`src/rtl/fft_mag_stream_pkg.sv`:
```
// rtl/fft_mag_stream_pkg.sv - shared types and constants for the FFT magnitude stage
// Contents: FSM state enum, default widths, alpha-max-beta-min shift constants.
package fft_mag_stream_pkg;

  typedef enum logic {
    SYNC = 1'b0,
    RUN  = 1'b1
  } state_t;

  localparam int DEF_IN_W   = 16;
  localparam int DEF_OUT_W  = 12;
  localparam int DEF_N_LOG2 = 10;

  // beta = 1/4 + 1/8 = 3/8
  localparam int MAG_BETA1_SH = 2;
  localparam int MAG_BETA2_SH = 3;

endpackage

```
`src/rtl/fft_mag_stream_if.sv`:
```
// rtl/fft_mag_stream_if.sv - bin input stream and magnitude write stream bundle
// master: drives s_re/s_im/s_valid/s_last, receives data/addr/valid/frame_done.
// slave : the magnitude stage side (receives bins, drives the write stream).
interface fft_mag_stream_if #(
  parameter int IN_W   = 16,
  parameter int OUT_W  = 12,
  parameter int N_LOG2 = 10
);
  logic [IN_W-1:0]   s_re;
  logic [IN_W-1:0]   s_im;
  logic              s_valid;
  logic              s_last;
  logic [OUT_W-1:0]  data;
  logic [N_LOG2-1:0] addr;
  logic              valid;
  logic              frame_done;

  modport master (
    output s_re, s_im, s_valid, s_last,
    input  data, addr, valid, frame_done
  );

  modport slave (
    input  s_re, s_im, s_valid, s_last,
    output data, addr, valid, frame_done
  );
endinterface

```
`src/rtl/fft_mag_stream_mag_approx.sv`:
```
// rtl/fft_mag_stream_mag_approx.sv - 3-stage abs / max-min / combine-scale-saturate datapath
// Ports: clk, rst (async, active-high); in_valid/in_re/in_im/in_addr/in_last in;
//        out_valid/out_data/out_addr/out_last registered out. addr/last ride as side-band.
// Option: FFT_MAG_DC_BLANK_EN forces data=0 for addr 0.
module mag_approx
  import fft_mag_stream_pkg::*;
#(
  parameter int IN_W   = DEF_IN_W,
  parameter int OUT_W  = DEF_OUT_W,
  parameter int N_LOG2 = DEF_N_LOG2,
  parameter int SHIFT  = 4
) (
  input  logic              clk,
  input  logic              rst,
  input  logic              in_valid,
  input  logic [IN_W-1:0]   in_re,
  input  logic [IN_W-1:0]   in_im,
  input  logic [N_LOG2-1:0] in_addr,
  input  logic              in_last,
  output logic              out_valid,
  output logic [OUT_W-1:0]  out_data,
  output logic [N_LOG2-1:0] out_addr,
  output logic              out_last
);

  localparam logic [IN_W:0] SAT_MAX = (IN_W+1)'((1 << OUT_W) - 1);

  logic [IN_W-1:0]   abs_re, abs_im;
  logic              v1, last1, v2, last2;
  logic [IN_W-1:0]   a1, b1, mx2, mn2;
  logic [N_LOG2-1:0] addr1, addr2;
  logic [IN_W:0]     mag, scaled;
  logic [OUT_W-1:0]  sat, dat;

  // Two's-complement negate in IN_W bits: the most negative value lands on
  // 2^(IN_W-1) as an unsigned number, which is exactly its magnitude.
  always_comb begin
    abs_re = in_re[IN_W-1] ? (~in_re + 1'b1) : in_re;
    abs_im = in_im[IN_W-1] ? (~in_im + 1'b1) : in_im;
  end

  always_comb begin
    mag    = {1'b0, mx2} + {1'b0, mn2 >> MAG_BETA1_SH} + {1'b0, mn2 >> MAG_BETA2_SH};
    scaled = mag >> SHIFT;
    sat    = (scaled > SAT_MAX) ? '1 : scaled[OUT_W-1:0];
`ifdef FFT_MAG_DC_BLANK_EN
    dat    = (addr2 == '0) ? '0 : sat;
`else
    dat    = sat;
`endif
  end

  always_ff @(posedge clk or posedge rst) begin
    if (rst) begin
      v1 <= 1'b0; last1 <= 1'b0; a1 <= '0; b1 <= '0; addr1 <= '0;
      v2 <= 1'b0; last2 <= 1'b0; mx2 <= '0; mn2 <= '0; addr2 <= '0;
      out_valid <= 1'b0; out_last <= 1'b0; out_data <= '0; out_addr <= '0;
    end else begin
      v1    <= in_valid;
      last1 <= in_last;
      a1    <= abs_re;
      b1    <= abs_im;
      addr1 <= in_addr;

      v2    <= v1;
      last2 <= last1;
      mx2   <= (a1 >= b1) ? a1 : b1;
      mn2   <= (a1 >= b1) ? b1 : a1;
      addr2 <= addr1;

      out_valid <= v2;
      out_last  <= v2 & last2;
      // Bubbles leave data/addr holding the last written bin.
      if (v2) begin
        out_data <= dat;
        out_addr <= addr2;
      end
    end
  end

endmodule

```
`src/rtl/fft_mag_stream.sv`:
```
// rtl/fft_mag_stream.sv - streaming FFT bin magnitude stage with frame sync and length check
// Ports: clk, rst (async, active-high); st (fft_mag_stream_if.slave: s_re/s_im/s_valid/s_last in,
//        data/addr/valid/frame_done out); frame_err_clr in; frame_err out (sticky).
// Option: FFT_MAG_DC_BLANK_EN (applied in mag_approx) blanks bin 0.
module fft_mag_stream
  import fft_mag_stream_pkg::*;
#(
  parameter int IN_W   = DEF_IN_W,
  parameter int OUT_W  = DEF_OUT_W,
  parameter int N_LOG2 = DEF_N_LOG2,
  parameter int SHIFT  = 4
) (
  input  logic              clk,
  input  logic              rst,
  fft_mag_stream_if.slave   st,
  input  logic              frame_err_clr,
  output logic              frame_err
);

  localparam logic [N_LOG2-1:0] BIN_MAX = '1;

  state_t            state, state_nx;
  logic [N_LOG2-1:0] bin, bin_nx;
  logic              accept, err_set, tag_last;

  always_comb begin
    state_nx = state;
    bin_nx   = bin;
    accept   = 1'b0;
    err_set  = 1'b0;
    tag_last = 1'b0;
    case (state)
      SYNC: begin
        bin_nx = '0;
        // The aligning s_last sample itself is discarded.
        if (st.s_valid && st.s_last) state_nx = RUN;
      end
      RUN: begin
        if (st.s_valid) begin
          accept = 1'b1;
          if (st.s_last) begin
            tag_last = 1'b1;
            err_set  = (bin != BIN_MAX);
            bin_nx   = '0;
          end else if (bin == BIN_MAX) begin
            // Frame overran: keep this bin, then drop until the next s_last.
            err_set  = 1'b1;
            bin_nx   = '0;
            state_nx = SYNC;
          end else begin
            bin_nx = bin + 1'b1;
          end
        end
      end
      default: state_nx = SYNC;
    endcase
  end

  always_ff @(posedge clk or posedge rst) begin
    if (rst) begin
      state     <= SYNC;
      bin       <= '0;
      frame_err <= 1'b0;
    end else begin
      state <= state_nx;
      bin   <= bin_nx;
      if (err_set)            frame_err <= 1'b1;
      else if (frame_err_clr) frame_err <= 1'b0;
    end
  end

  mag_approx #(
    .IN_W(IN_W), .OUT_W(OUT_W), .N_LOG2(N_LOG2), .SHIFT(SHIFT)
  ) u_mag (
    .clk       (clk),
    .rst       (rst),
    .in_valid  (accept),
    .in_re     (st.s_re),
    .in_im     (st.s_im),
    .in_addr   (bin),
    .in_last   (tag_last),
    .out_valid (st.valid),
    .out_data  (st.data),
    .out_addr  (st.addr),
    .out_last  (st.frame_done)
  );

endmodule

```
`src/flat_wrapper.sv`:
```
// flat-port wrapper written by rule: the top's interface ports become plain ports
module fft_mag_stream_flat import fft_mag_stream_pkg::*;
#(
  parameter int IN_W   = DEF_IN_W,
  parameter int OUT_W  = DEF_OUT_W,
  parameter int N_LOG2 = DEF_N_LOG2,
  parameter int SHIFT  = 4
)
  (clk, rst, frame_err_clr, frame_err, st_s_re, st_s_im, st_s_valid, st_s_last, st_data, st_addr, st_valid, st_frame_done);
  fft_mag_stream_if #(.IN_W(IN_W), .OUT_W(OUT_W), .N_LOG2(N_LOG2)) st_i ();
  input  logic clk;
  input  logic rst;
  input  logic frame_err_clr;
  output logic frame_err;
  input wire logic [$bits(st_i.s_re)-1:0] st_s_re;
  input wire logic [$bits(st_i.s_im)-1:0] st_s_im;
  input wire logic [$bits(st_i.s_valid)-1:0] st_s_valid;
  input wire logic [$bits(st_i.s_last)-1:0] st_s_last;
  output wire logic [$bits(st_i.data)-1:0] st_data;
  output wire logic [$bits(st_i.addr)-1:0] st_addr;
  output wire logic [$bits(st_i.valid)-1:0] st_valid;
  output wire logic [$bits(st_i.frame_done)-1:0] st_frame_done;
  assign st_i.s_re = st_s_re;
  assign st_i.s_im = st_s_im;
  assign st_i.s_valid = st_s_valid;
  assign st_i.s_last = st_s_last;
  assign st_data = st_i.data;
  assign st_addr = st_i.addr;
  assign st_valid = st_i.valid;
  assign st_frame_done = st_i.frame_done;
  fft_mag_stream #(.IN_W(IN_W), .OUT_W(OUT_W), .N_LOG2(N_LOG2), .SHIFT(SHIFT)) u_core (.clk(clk), .rst(rst), .st(st_i), .frame_err_clr(frame_err_clr), .frame_err(frame_err));
endmodule
```
`config.mk`:
```
export PLATFORM = sky130hd
export DESIGN_NAME = fft_mag_stream_flat
export DESIGN_NICKNAME = d
export VERILOG_FILES = /design/src/rtl/fft_mag_stream_pkg.sv /design/src/rtl/fft_mag_stream_if.sv /design/src/rtl/fft_mag_stream_mag_approx.sv /design/src/rtl/fft_mag_stream.sv /design/src/flat_wrapper.sv
export SDC_FILE = /design/constraint.sdc
export NUM_CORES = 1
export LEC_CHECK = 0
export ABC_AREA = 1
export CORE_MARGIN = 3
export CORE_UTILIZATION = 57
export DETAILED_ROUTE_END_ITERATION = 16
export PLACE_DENSITY = 0.8
export SYNTH_ARGS = -nofsm -noshare
export SYNTH_HDL_FRONTEND = slang
export SYNTH_SLANG_ARGS = --single-unit
export TNS_END_PERCENT = 20
```
`constraint.sdc`:
```
create_clock -name clk -period 5.6 [get_ports clk]
set_input_delay 1.12 -clock clk [delete_from_list [all_inputs] [get_ports clk]]
set_output_delay 1.12 -clock clk [all_outputs]
set_load 0.01 [all_outputs]
```
==> summary by stage <==
Worst setup path
The number of buffers and inverters on the critical path is 1. Walking the worst path, the cells encountered are clkdlybuf4s50_1. Grouping stages by cell kind, the critical path spends the most delay in buffers and inverters. The required time at the worst-slack endpoint is 4.48 ns. Of all nets on the critical path, the largest fanout is 2. The highest-delay cell along the critical path is sky130_fd_sc_hd__clkdlybuf4s50_1.

The nature of the critical path startpoint is a register. The register-to-register path setup slack is 3.31 ns. The endpoint class of the critical path is an output pin. The data arrival time of the worst path is 1.43 ns.

The biggest cell delay along the critical path is 0.55 ns. The kind of critical path is reg -> out.

Pwr
VDD sags by at most 0.2724 mV. The leakage power figure is 3.921 nW. The clock network fraction of total power is 0.286. Of the total power, the share spent switching nets is 0.3820.

The sequential fraction of design power is 0.313. In this run the power spent charging and discharging nets is roughly 1.4 mW. The design draws approximately 3.5 mW. The internal portion of the total power is 2.193 mW. Of the total power, combinational logic draws 0.401. Power spread over the standard cell area amounts to 469.3 nW/um^2.

Timing
Summed over all failing endpoints, the final setup total negative slack is 0 ns. Across all setup checks in the final design, the least slack found is around 3.0 ns. The number of endpoints with negative hold slack in the final report is 0. The worst setup skew after layout is 0.008146 ns. Setup repair after global routing left no endpoint under its margin.

For the pin with the worst max-slew slack, the measured transition is 0.9667 ns. Based on the critical path, the design can be clocked at up to 391.8 MHz. Hold timing on the final database bottoms out at a slack of 0.3472 ns. The time the final worst path needs with I/O delays and setup is between 2 and 3 ns.

The period utilization is 0.4558. The total of endpoints with negative setup slack in the final report is 0. The max-slew headroom at the worst pin is 0.3556. The max-slew violation count is 0.

Final layout
0 antenna diodes ended up in the layout. The final core utilization is 0.7196. The synthesis-to-finish area growth is 20.81%. The number of nets in the layout is about 900. The filler cell count in the final layout is 732. The area taken by flip-flops and latches is 3053 sq um. The multi-input combinational cells in the finished layout cover a total of ~2700 sq um.

The share of cells above drive strength 1 is 0.05283.

Detailed routing
For this run, design rule violations remaining after detail routing come to 0. The length of the first detailed-routing pass in iterations is 5. The starting DRC count in detailed routing is 312.

The via count normalized by instance count is between 5 and 6. The post-detailed-route count of antenna-violating nets is 0. Dividing the detail-routed wire length by the instance count gives 13.87 um.

The routed layout has 4916 vias. The detailed-route wire length is 13170 um.

Floorplanning
The die footprint is 12280 sq um. The I/O pin count is just over 60. The floorplan has 37 rows. The area of the core is ~11000 sq um. From left edge to right edge, the die measures ~110 um. The initial core utilization is 0.5957. The vertical die dimension is 110.8 um.

Hold path
The worst hold path class is reg -> reg.

Place
The setup slack at placement is 2.756 ns. The HPWL after detailed placement is 9162 um. Routability-driven placement finished with a final weighted congestion of slightly above 0.9.

The quantity of I/O buffers inserted on ports is 61.

GRT
Entering global routing, the biggest net connects 84 pins. The number of global-route vias before repair is about 5k. For met2 alone, demand over resource in global routing was 0.3956. The first global-routing pass estimated 23030 um of wire.

For this run, global-route usage on met1 was measured as 0.2823. The sum of overflow across all layers after global routing is 0. The total routing usage reported by global routing is 0.2313. The global routing's busiest layer is met2.

The initial antenna violation count was 1. The global routing usage on met3 is 0.05513.

CTS
Clock-pin slew was measured on the worst setup and hold paths at 0.06 ns. In this run the number of H-tree levels came out at 4. The number of buffers inserted by hold repair at cts is 0. The root buffer cell chosen for the clock tree is sky130_fd_sc_hd__clkbuf_8. The clock latency of the later-clocked register in the worst-skew pair is 0.52 ns. In this run, post-CTS repair resized a total of 0 instances. The number of clock buffers inserted by TritonCTS is 17.

TritonCTS built the clock tree. The clock net sink count is 122. After clock tree synthesis, the setup repair step added 0 buffers. The clock passes through at most 2 buffers.

Logic synthesis
The fraction of synthesis flops using an asynchronous set or reset pin is 1.000. By instance count, the leading cell after synthesis is sky130_fd_sc_hd__nand2_1. By count the netlist is led by 208 x sky130_fd_sc_hd__nand2_1, 124 x sky130_fd_sc_hd__inv_1, 122 x sky130_fd_sc_hd__dfrtp_1. In this run the mean area of a mapped cell was 8.563 sq um.

The share of the yosys chip area belonging to registers is 0.4877. Yosys printed 0 warnings. The largest area contributor in the netlist is sky130_fd_sc_hd__dfrtp_1. After synthesis the cells add up to 6260 sq um. Synthesis inferred 122 register bits. The proportion of netlist area held by the largest area contributor is 0.4877. Ranked by total cell area, the synthesized netlist is headed by sky130_fd_sc_hd__dfrtp_1 49%, sky130_fd_sc_hd__nand2_1 12%, sky130_fd_sc_hd__inv_1 7.4%. The post-synthesis cell type count is 31. Counting flops with a built-in enable in the synthesized netlist gives 0. The most used flip-flop cell after synthesis is sky130_fd_sc_hd__dfrtp_1. The net count after synthesis is 815. Synthesis produced a netlist whose cell count is 731.

Flow run
Max-cap violations in this run came to 0.

Run status
The flow ran to the end, and the final reports show no timing, DRC or antenna violations.
## through the flow
step,cell area (sq um),std cells
floorplan,6260,731
global placement,7005,918
detailed placement,7005,918
CTS,7562,950
global route,7562,950
finish,7562,950
## sequential cells by signal, summed over array words and instances, names as in the netlist, 10 cells and up
name / cells
u_core.bin: 10
u_core.u_mag.a1: 16
u_core.u_mag.addr1: 10
u_core.u_mag.addr2: 10
u_core.u_mag.b1: 16
u_core.u_mag.mn2: 14
u_core.u_mag.mx2: 16
u_core.u_mag.out_addr: 10
u_core.u_mag.out_data: 12
## final cells by class
type                       instances  share of cell area
sequential                       122              0.4037
multi-input combinational        472              0.3551
timing repair buffer              63             0.08273
inverter                         125             0.06238
clock buffer                      17             0.05477
tap                              136             0.02250
clock inverter                    15             0.01886
## placed cells by master (no fill, tap or decap), types with 2 or more instances in the layout
| cell type | instances |
|---|---|
| sky130_fd_sc_hd__inv_1 | 123 |
| sky130_fd_sc_hd__ha_1 | 35 |
| sky130_fd_sc_hd__nor2_2 | 2 |
| sky130_fd_sc_hd__nor2_1 | 42 |
| sky130_fd_sc_hd__nand4_1 | 6 |
| sky130_fd_sc_hd__dfrtp_1 | 122 |
| sky130_fd_sc_hd__inv_6 | 4 |
| sky130_fd_sc_hd__clkdlybuf4s50_1 | 61 |
| sky130_fd_sc_hd__a21oi_1 | 28 |
| sky130_fd_sc_hd__o21ai_0 | 45 |
| sky130_fd_sc_hd__a21boi_1 | 2 |
| sky130_fd_sc_hd__and2_1 | 2 |
| sky130_fd_sc_hd__clkinvlp_4 | 2 |
| sky130_fd_sc_hd__clkbuf_16 | 16 |
| sky130_fd_sc_hd__clkinv_4 | 6 |
| sky130_fd_sc_hd__buf_4 | 2 |
| sky130_fd_sc_hd__nand3_1 | 24 |
| sky130_fd_sc_hd__o22ai_1 | 5 |
| sky130_fd_sc_hd__nand2_1 | 208 |
| sky130_fd_sc_hd__o21ai_1 | 7 |
| sky130_fd_sc_hd__xor2_1 | 22 |
| sky130_fd_sc_hd__clkinv_2 | 2 |
| sky130_fd_sc_hd__nor4_1 | 2 |
| sky130_fd_sc_hd__nor3_1 | 8 |
| sky130_fd_sc_hd__fa_1 | 12 |
| sky130_fd_sc_hd__xnor2_1 | 13 |
## per-layer routing
metal / wire length (um) / share of wire / vias to the layer above
li1: - / - / 2422
met2: 6519 / 0.49 / 164
met1: 5596 / 0.42 / 2289
met5: 7 / 0.00053 / -
met3: 694 / 0.053 / 39
met4: 354 / 0.027 / 2
## worst register-to-register path, stage by stage, from the launching register on
cell	delay (ns)
sky130_fd_sc_hd__dfrtp_1	0.41
sky130_fd_sc_hd__fa_1	0.46
sky130_fd_sc_hd__ha_1	0.38
sky130_fd_sc_hd__nand2_1	0.11
sky130_fd_sc_hd__nor2_1	0.17
sky130_fd_sc_hd__and2_1	0.15
sky130_fd_sc_hd__nand2_1	0.08
sky130_fd_sc_hd__nand3_2	0.08
sky130_fd_sc_hd__nand2_1	0.05
sky130_fd_sc_hd__nand2_1	0.11
sky130_fd_sc_hd__inv_2	0.08
sky130_fd_sc_hd__a21oi_1	0.14
## kinds of logic (layout without fill, tap and decap cells)
group                      Yosys count  count (layout)  share of synthesized area
xor gates and xnor gates            35              35                    0.04897
buffers and inverters              137             220                    0.08335
AOI/OAI and AO/OA                   90              90                    0.07635
and+or+nand+nor                    300             300                     0.1953
DFF                                122             122                     0.4877
adders and majority gates           47              47                     0.1083
## power by group through the flow
stage | clock network (mW) | logic [mW] | registers (mW)
after detailed placement | 0 | 1.39 | 1.12
after global placement | 0 | 1.35 | 1.12
after global routing | 1.07 | 1.65 | 1.13
after floorplan | 0 | 1.02 | 1.13
after CTS | 1.03 | 1.42 | 1.11
final | 1.01 | 1.42 | 1.11
## worst paths after layout
check	start	endpoint	depth (start not counted)
worst max-delay path	u_core.u_mag.out_addr[6]	st_addr[6]	1
worst min-delay path	u_core.u_mag.addr1[5]	u_core.u_mag.addr2[5]	0
worst max register to register	u_core.u_mag.mn2[13]	u_core.u_mag.out_data[5]	11
worst min register to register	u_core.u_mag.addr1[5]	u_core.u_mag.addr2[5]	0
max in group asynchronous	rst	u_core.u_mag.a1[11]	3
min in group asynchronous	rst	u_core.u_mag.out_addr[5]	2
Note: power is estimated with default switching activity, not from simulation.
